==> src/rtl/cpu_trace_capture_pkg.sv <==
// Shared constants for the trace capture block: parser state codes,
// checker format codes and the ASCII delimiters of a trace record.
package cpu_trace_pkg;

    typedef logic [2:0] state_t;

    localparam state_t S_IDLE  = 3'd0;
    localparam state_t S_TIME  = 3'd1;
    localparam state_t S_PC    = 3'd2;
    localparam state_t S_SEP   = 3'd3;
    localparam state_t S_REG   = 3'd4;
    localparam state_t S_ADDR  = 3'd5;
    localparam state_t S_ARROW = 3'd6;
    localparam state_t S_DATA  = 3'd7;

    localparam logic [1:0] FMT_NONE = 2'd0;
    localparam logic [1:0] FMT_REG  = 2'd1;
    localparam logic [1:0] FMT_MEM  = 2'd2;

    localparam logic [7:0] CH_CARET  = 8'h5E;  // '^'
    localparam logic [7:0] CH_AT     = 8'h40;  // '@'
    localparam logic [7:0] CH_COLON  = 8'h3A;  // ':'
    localparam logic [7:0] CH_DOLLAR = 8'h24;  // '$'
    localparam logic [7:0] CH_STAR   = 8'h2A;  // '*'
    localparam logic [7:0] CH_LT     = 8'h3C;  // '<'
    localparam logic [7:0] CH_EQ     = 8'h3D;  // '='
    localparam logic [7:0] CH_HASH   = 8'h23;  // '#'
    localparam logic [7:0] CH_SPACE  = 8'h20;  // ' '

    // Decimal accumulate step for a 32-bit field: x*10 + d, truncated.
    function automatic logic [31:0] dec_step32(input logic [31:0] x, input logic [3:0] d);
        return (x << 3) + (x << 1) + {28'd0, d};
    endfunction

endpackage

==> src/rtl/cpu_trace_capture_char_class.sv <==
// Combinational ASCII classifier: decimal digit, hex digit (either case)
// and the 4-bit value of the digit.
module trace_char_class (
    input  logic [7:0] char,
    output logic       is_dec,
    output logic       is_hex,
    output logic [3:0] nibble
);

    // Classify one character and decode its digit value.
    always_comb begin
        is_dec = 1'b0;
        is_hex = 1'b0;
        nibble = 4'd0;
        if (char >= 8'h30 && char <= 8'h39) begin
            is_dec = 1'b1;
            is_hex = 1'b1;
            nibble = char[3:0];
        end else if ((char >= 8'h61 && char <= 8'h66) ||
                     (char >= 8'h41 && char <= 8'h46)) begin
            is_hex = 1'b1;
            nibble = char[3:0] + 4'd9;
        end
    end

endmodule

==> src/rtl/cpu_trace_capture.sv <==
// Trace record capture: follows the ASCII trace stream alongside cpu_checker,
// accumulates the numeric fields of the current record and publishes them
// (with good/bad counters) when the checker reports a finished record.
module cpu_trace_capture
    import cpu_trace_pkg::*;
#(
    parameter int CNT_W  = 16,
    parameter int TIME_W = 16
) (
    input  logic              clk,
    input  logic              reset,
    input  logic [7:0]        char,
    input  logic [1:0]        format_type,
    input  logic [3:0]        error_code,
    output logic              rec_valid,
    output logic [1:0]        rec_type,
    output logic [TIME_W-1:0] rec_time,
    output logic [31:0]       rec_pc,
    output logic [31:0]       rec_target,
    output logic [31:0]       rec_data,
    output logic [3:0]        rec_error,
    output logic [CNT_W-1:0]  good_count,
    output logic [CNT_W-1:0]  bad_count
);

    logic              is_dec;
    logic              is_hex;
    logic [3:0]        nibble;

    state_t            state;
    logic [TIME_W-1:0] sh_time;
    logic [31:0]       sh_pc;
    logic [31:0]       sh_target;
    logic [31:0]       sh_data;
    logic              fmt_seen;
    logic              capture;

    trace_char_class u_class (
        .char   (char),
        .is_dec (is_dec),
        .is_hex (is_hex),
        .nibble (nibble)
    );

    // Parser: walks the record one character per edge and fills the shadow fields.
    always_ff @(posedge clk) begin
        if (reset) begin
            state     <= S_IDLE;
            sh_time   <= '0;
            sh_pc     <= '0;
            sh_target <= '0;
            sh_data   <= '0;
        end else if (char == CH_CARET) begin
            state     <= S_TIME;
            sh_time   <= '0;
            sh_pc     <= '0;
            sh_target <= '0;
            sh_data   <= '0;
        end else if (char == CH_HASH) begin
            state <= S_IDLE;
        end else begin
            case (state)
                S_TIME: begin
                    if (is_dec)
                        sh_time <= (sh_time << 3) + (sh_time << 1) + TIME_W'(nibble);
                    else if (char == CH_AT)
                        state <= S_PC;
                    else
                        state <= S_IDLE;
                end
                S_PC: begin
                    if (is_hex)
                        sh_pc <= {sh_pc[27:0], nibble};
                    else if (char == CH_COLON)
                        state <= S_SEP;
                    else
                        state <= S_IDLE;
                end
                S_SEP: begin
                    if (char == CH_DOLLAR)
                        state <= S_REG;
                    else if (char == CH_STAR)
                        state <= S_ADDR;
                    else if (char != CH_SPACE)
                        state <= S_IDLE;
                end
                S_REG: begin
                    if (is_dec)
                        sh_target <= dec_step32(sh_target, nibble);
                    else if (char == CH_SPACE || char == CH_LT)
                        state <= S_ARROW;
                    else
                        state <= S_IDLE;
                end
                S_ADDR: begin
                    if (is_hex)
                        sh_target <= {sh_target[27:0], nibble};
                    else if (char == CH_SPACE || char == CH_LT)
                        state <= S_ARROW;
                    else
                        state <= S_IDLE;
                end
                S_ARROW: begin
                    if (is_hex) begin
                        sh_data <= {28'd0, nibble};
                        state   <= S_DATA;
                    end else if (char != CH_SPACE && char != CH_LT && char != CH_EQ) begin
                        state <= S_IDLE;
                    end
                end
                S_DATA: begin
                    if (is_hex)
                        sh_data <= {sh_data[27:0], nibble};
                    else if (char != CH_SPACE)
                        state <= S_IDLE;
                end
                default: state <= S_IDLE;
            endcase
        end
    end

    // Capture only on the first edge of a nonzero format_type run.
    assign capture = (format_type != FMT_NONE) && !fmt_seen;

    // Publish the shadow fields and bump one saturating counter per record.
    always_ff @(posedge clk) begin
        if (reset) begin
            fmt_seen   <= 1'b0;
            rec_valid  <= 1'b0;
            rec_type   <= '0;
            rec_time   <= '0;
            rec_pc     <= '0;
            rec_target <= '0;
            rec_data   <= '0;
            rec_error  <= '0;
            good_count <= '0;
            bad_count  <= '0;
        end else begin
            fmt_seen  <= (format_type != FMT_NONE);
            rec_valid <= capture;
            if (capture) begin
                rec_type   <= format_type;
                rec_time   <= sh_time;
                rec_pc     <= sh_pc;
                rec_target <= sh_target;
                rec_data   <= sh_data;
                rec_error  <= error_code;
                if (error_code == 4'd0) begin
                    if (good_count != '1)
                        good_count <= good_count + CNT_W'(1);
                end else begin
                    if (bad_count != '1)
                        bad_count <= bad_count + CNT_W'(1);
                end
            end
        end
    end

endmodule

==> config.mk <==
export PLATFORM = sky130hd
export DESIGN_NAME = cpu_trace_capture
export DESIGN_NICKNAME = d
export VERILOG_FILES = /design/src/rtl/cpu_trace_capture_pkg.sv /design/src/rtl/cpu_trace_capture_char_class.sv /design/src/rtl/cpu_trace_capture.sv
export SDC_FILE = /design/constraint.sdc
export NUM_CORES = 1
export LEC_CHECK = 0
export CAP_MARGIN = 15
export CELL_PAD_IN_SITES_DETAIL_PLACEMENT = 0
export CELL_PAD_IN_SITES_GLOBAL_PLACEMENT = 1
export CORE_MARGIN = 2
export CORE_UTILIZATION = 41
export CTS_CLUSTER_SIZE = 20
export DETAILED_ROUTE_END_ITERATION = 6
export PLACE_DENSITY = 0.9
export SLEW_MARGIN = 10
export SYNTH_ARGS = -nofsm -noshare
export SYNTH_HDL_FRONTEND = slang
export SYNTH_SLANG_ARGS = --single-unit
export TNS_END_PERCENT = 20
==> constraint.sdc <==
create_clock -name clk -period 5.55 [get_ports clk]
set_input_delay 1.11 -clock clk [delete_from_list [all_inputs] [get_ports clk]]
set_output_delay 1.11 -clock clk [all_outputs]
set_load 0.1 [all_outputs]
# After elaboration in Yosys (flattened, before gate mapping)
# Index checks and enable logic that the tools add are counted.
totals:
  regBits: 267
  out_inout_bits: 151
  in_bits: 16
  wordCells: 117
op_classes:
  bitwise: 2
  n_lt_le_gt_ge: 6
  addsub: 7
  eq_ne: 36
  reduce_logical: 23
  muxes: 27
ops:
  columns: ["cell", "count"]
  rows:
  - ["$mux 32", 4]
  - ["$pmux 32 s2", 2]
  - ["$eq 8x6->1 const B", 6]
  - ["$mux 3", 11]
  - ["$add 16x1->16 const B", 2]
  - ["$add 32x32->32", 1]
  - ["$add 32x4->32", 1]
  - ["$ne 16x16->1 const B", 2]
  - ["$ne 8x6->1 const B", 3]
  - ["$pmux 3 s7", 1]
  - ["$ne 4x4->1 const B", 5]
  - ["$ne 2x2->1 const B", 9]
  - ["$add 16x16->16", 1]
  - ["$add 16x4->16", 1]
  - ["$eq 8x7->1 const B", 2]
  - ["$ge 8x7->1 const B", 2]
  - ["$le 8x7->1 const B", 2]
  - ["$eq 3x3->1 const B", 4]
  - ["$reduce_and 3->1", 4]
  - ["$reduce_and 6->1", 2]
  - ["$ge 8x6->1 const B", 1]
  - ["$le 8x6->1 const B", 1]
  - ["$mux 4", 2]
  - ["$reduce_and 4->1", 2]
  - ["other kinds (15)", 30]

# Depth between registers and ports, before layout
logic_depth:
  ltp_word: 9
  mapped_depth: 18
  ltp_nobuf: 17

# Cells and area by module
# Synthesis repeated with hierarchy kept, for this count alone.
unflattened:
  hier_cells: 1629
  hier_area_um2: 12923.6
by_module_without_submodules:
  columns: ["mod", "area_per_inst_um2", "seq_area_each_um2", "cells_each", "instances"]
  rows:
  - ["cpu_trace_capture", 12704.7, 5345.1, 1603, 1]
  - ["trace_char_class", 219.0, 0.0, 26, 1]

# Least setup slack after synthesis
# Ideal clock, no wire load.
synth_path:
  kind: "input -> register"
  start: "in char[0]"
  end: "reg sh_target[22]"
  t_required_ns: 5.428
  setup_time_ns: 0.122
  n_path_buf: 0
  t_arrival_ns: 4.419
  setup_slack_ns: 1.009
  stages: 15
  cell_sequence: "inv_1 ha_1 or3b_1 nand3_1 o21ai_0 fa_1 inv_1 fa_1 nor2b_1 o31ai_1 a21oi_1 o21bai_1 o2111a_1 a211oi_1 a21oi_1"
synth_between:
  elab_chain_len: 8
  elab_cells_between_ends: 26
  cone_classes: "add/sub (2); order compare (6); eq/ne (4); mux (7); bitwise (1); reduce/logical (6)"
synth_rtl:
  columns: ["element", "line_no", "text"]
  rows:
  - ["start, declared", "cpu_trace_capture.sv:12", "input logic [7:0] char,"]
  - ["$ge 8x7->1, or another cell as far along", "cpu_trace_capture_char_class.sv:19", "end else if ((char >= 8'h61 && char <= 8'h66) ||"]
  - ["$logic_and 1x1->1, on equally long branches", "cpu_trace_capture_char_class.sv:19, cpu_trace_capture_char_class.sv:20", null]
  - ["$logic_or 1x1->1", "cpu_trace_capture_char_class.sv:19", null]
  - ["$mux 4", "cpu_trace_capture_char_class.sv:19", null]
  - ["$mux 4 (*)", "cpu_trace_capture_char_class.sv:15", "if (char >= 8'h30 && char <= 8'h39) begin"]
  - ["named net nibble[3]", "cpu_trace_capture.sv:28", "logic [3:0] nibble;"]
  - ["$add 32x4->32 (*)", "cpu_trace_capture_pkg.sv:32", "return (x << 3) + (x << 1) + {28'd0, d};"]
  - ["$mux 32 (*)", "cpu_trace_capture.sv:88", "if (is_dec)"]
  - ["$pmux 32 s2 (*)", "cpu_trace_capture.sv:62", "case (state)"]
  - ["end signal, assigned", "cpu_trace_capture.sv:89", "sh_target <= dec_step32(sh_target, nibble);"]
  - ["end signal, assigned", "cpu_trace_capture.sv:97", "sh_target <= {sh_target[27:0], nibble};"]
  - ["end, declared", "cpu_trace_capture.sv:33", "logic [31:0] sh_target;"]
# The timed path passes the listed nets; every way through them passes the cells marked *. The select of a mux whose other input is x is not followed.
# A chain may end at the register's enable or synchronous reset.

# Worst setup path after layout
layout_path:
  start: "in char[1]"
  end: "reg sh_target[22]"
# Same word-level chain as after synthesis.

==> results.json <==
{
  "syn_avg_cell_area_sq_um": 7.82,
  "coreArea_sq_um": 31700,
  "ys_dominant_reg_cell": "dfxtp_1",
  "skew_ns": 0.0131,
  "crit_path_start_kind": "input port",
  "outcome": "complete, but fails checks",
  "clkPwrFrac_pct": 49.0,
  "insertion_delay_ns": 0.55,
  "internal-power_w": 0.00318,
  "power_frac_seq_pct": 46.5,
  "cp-end-kind": "register",
  "wire_per_inst_microns": 15.9,
  "vias": 12200,
  "dieHeight_microns": 184,
  "gr-usage-met3_pct": 3.68,
  "crit_path_max_fanout": 8,
  "finalWirelength_mm": 35.5,
  "synth_seq_cells": 267,
  "ys_warn_count": 0,
  "setup-violations-final": 0,
  "start_util_pct": 41.8,
  "grt_pass1_vias": 11500,
  "period_minus_slack_ns": 4.93,
  "grt_overflow_total": 0,
  "yosys.area.top_type_share_pct": 40.3,
  "rrSetupSlack_ns": 2.46,
  "place.gp.congestion": 0.905,
  "die_w_microns": 184,
  "path_class": "input port to register",
  "areaGrowthSynthToFinish_pct": 22.5,
  "via_per_inst": 5.47,
  "fin_ws_ns": 0.618,
  "critPathMaxStageDelay_ns": 0.56,
  "cts_root_buf": "clkbuf_16",
  "p_switching_w": 0.000971,
  "tritoncts": "built",
  "fin_crit_sh_pct": 88.9,
  "grt_pass1_wl_mm": 58.2,
  "synth_cell_types": 63,
  "n_antenna_cell": 0,
  "drtIter0Drc": 763,
  "power_density_nw_per_um2": 255,
  "rows": 65,
  "pwr-share-comb_pct": 4.5,
  "fin_util_pct": 51.2,
  "clock.fmax_mhz": 203,
  "synthCells": 1696,
  "rsz0062_at_grt": "no",
  "postCtsResizedCells": 0,
  "hold_viol": 0,
  "synth_enable_flop_cells": 0,
  "antenna_left": 0,
  "met2_usage_pct": 34.4,
  "p_leak_nw": 5.99,
  "syn_area_sq_um": 13300,
  "cp_slowest_cell": "fa_1",
  "top_usage_layer": "met2",
  "p_total_w": 0.00415,
  "crit_chain": "clkdlybuf4s50_1, inv_1, ha_1, or3b_1, nand3_1, o21ai_0, fa_1, inv_1, fa_1, nor2b_1, o31ai_1, a21oi_1, o21bai_1, o2111a_1, a211oi_1, a21oi_1",
  "critPathTopFamily": "compound AO/OA/AOI/OAI gates",
  "yosys-top-cells-count": "nand2_1 (411), dfxtp_1 (267), a21oi_1 (252)",
  "hold_class": "register to register",
  "place_hpwl_mm": 24.4,
  "synth_nets": 1806,
  "path_buf_inv": 3,
  "h-tree-depth": 1,
  "relSlewSlack_pct": 21.3,
  "yosysMostFrequentCell": "nand2_1",
  "clockBufferDepth": 3,
  "drive_gt1_share_pct": 5.13,
  "cp.required_ns": 5.97,
  "vdd_ir_drop_max_mv": 0.224,
  "dieArea_sq_um": 33800,
  "antenna_found_initial": 1,
  "synthArstFlopShare_pct": 0,
  "hold-worst-slack_ns": 0.452,
  "worstMarginPinSlew_ns": 1.18,
  "clock-sinks": 267,
  "drc": 1,
  "synth.top_cells.by_area": "dfxtp_1 (40%), nand2_1 (12%), a21oi_1 (9.5%)",
  "track_usage_pct": 20.5,
  "numCtsBuffers": 30,
  "synth_area_leader_cell": "dfxtp_1",
  "switching_share_pct": 23.4,
  "cp.arrival_ns": 5.35,
  "cts_hold_buf": 0,
  "met1_usage_pct": 27.5,
  "grt_max_degree": 115,
  "tns_ns": 0,
  "maxCapViolCount": 0,
  "ys_seq_area_share_pct": 40.3,
  "post_cts.repair.setup_buffers": 0,
  "dr.pass1.iters": 7,
  "place_ws_ns": 0.0888,
  "slew_violations": 0,
  "io_pins": 167,
  "io_buffers": 166,
  "violations": "DRC",
  "final_nets": 1920,
  "clkSlewWorstSetupHoldPaths_ns": 0.06
}
[cell usage in the layout (no fill, tap or decap), types with 16 or more instances in the layout]
cell | synthesis | layout
nand2_1 | 411 | 411
dfxtp_1 | 267 | 267
a21oi_1 | 252 | 252
clkdlybuf4s50_1 | 0 | 165
nor2_1 | 98 | 95
ha_1 | 90 | 90
nand3_1 | 67 | 67
o21ai_0 | 56 | 56
xnor2_1 | 36 | 36
clkbuf_16 | 0 | 30
nor3_1 | 30 | 29
inv_1 | 24 | 24
xor2_1 | 22 | 22
buf_4 | 0 | 21
a21o_1 | 18 | 18
a211oi_1 | 18 | 17
o211ai_1 | 17 | 17
nand4_1 | 16 | 16
[worst paths after layout]
| path | to | from | cells past startpoint |
|---|---|---|---|
| worst max-delay path | sh_target[22] | char[1] | 16 |
| worst min register to register | rec_data[9] | rec_data[9] | 2 |
| worst min-delay path | rec_data[9] | rec_data[9] | 2 |
| worst max register to register | sh_target[28] | sh_target[22] | 9 |
[power groups by stage]
| stage | combinational, W | clock [W] | sequential, W |
|---|---|---|---|
| after detailed placement | 0.000188 | 0 | 0.00197 |
| final | 0.000187 | 0.00203 | 0.00193 |
| after global placement | 0.000186 | 0 | 0.00197 |
| after global routing | 0.000202 | 0.00216 | 0.00193 |
| after floorplan | 0.0000920 | 0 | 0.00201 |
| after CTS | 0.000188 | 0.00208 | 0.00193 |
[per-stage QoR]
stage                     std cells  cell area, sq um
after floorplan                1696             13300
after global placement         2180             15200
after detailed placement       2180             15200
after CTS                      2236             16200
after global routing           2236             16200
final                          2236             16200
[cell families (layout without fill, tap and decap cells)]
kind of cell / after synthesis / in the layout / synth area share, %
adders and majority gates: 94 / 94 / 9.10
and+or+nand+nor: 700 / 700 / 22.9
muxes: 5 / 5 / 0.377
xor gates and xnor gates: 58 / 58 / 3.83
DFF: 267 / 267 / 40.3
buffers and inverters: 128 / 266 / 3.78
AOI/OAI and AO/OA: 444 / 444 / 19.7
[tightest hold or removal path, stage by stage, from the launching register on]
cell and delay (ns):
dfxtp_1 0.31, nand2_1 0.05, a21oi_1 0.05
[layout make-up]
type,count,area [sq um]
Sequential cell,267,5350
Timing Repair Buffer,186,1810
Multi-Input combinational cell,1301,7460
Inverter,24,90.1
Tap cell,402,503
Clock inverter,18,194
Clock buffer,38,841
Fill cell,3069,15500
[metal layers]
metal	vias up	routed length, microns
met5	-	13
met3	56	2090
li1	6130	-
met2	314	16300
met4	2	663
met1	5718	16400
[state kept, by name, summed over array words and instances, names as in the netlist]
name,count
fmt_seen,1
rec_data,32
rec_time,16
rec_error,4
rec_pc,32
sh_time,16
sh_data,32
rec_type,2
sh_pc,32
state,3
sh_target,32
bad_count,16
rec_valid,1
rec_target,32
good_count,16
(Power assumes the default switching activity.)
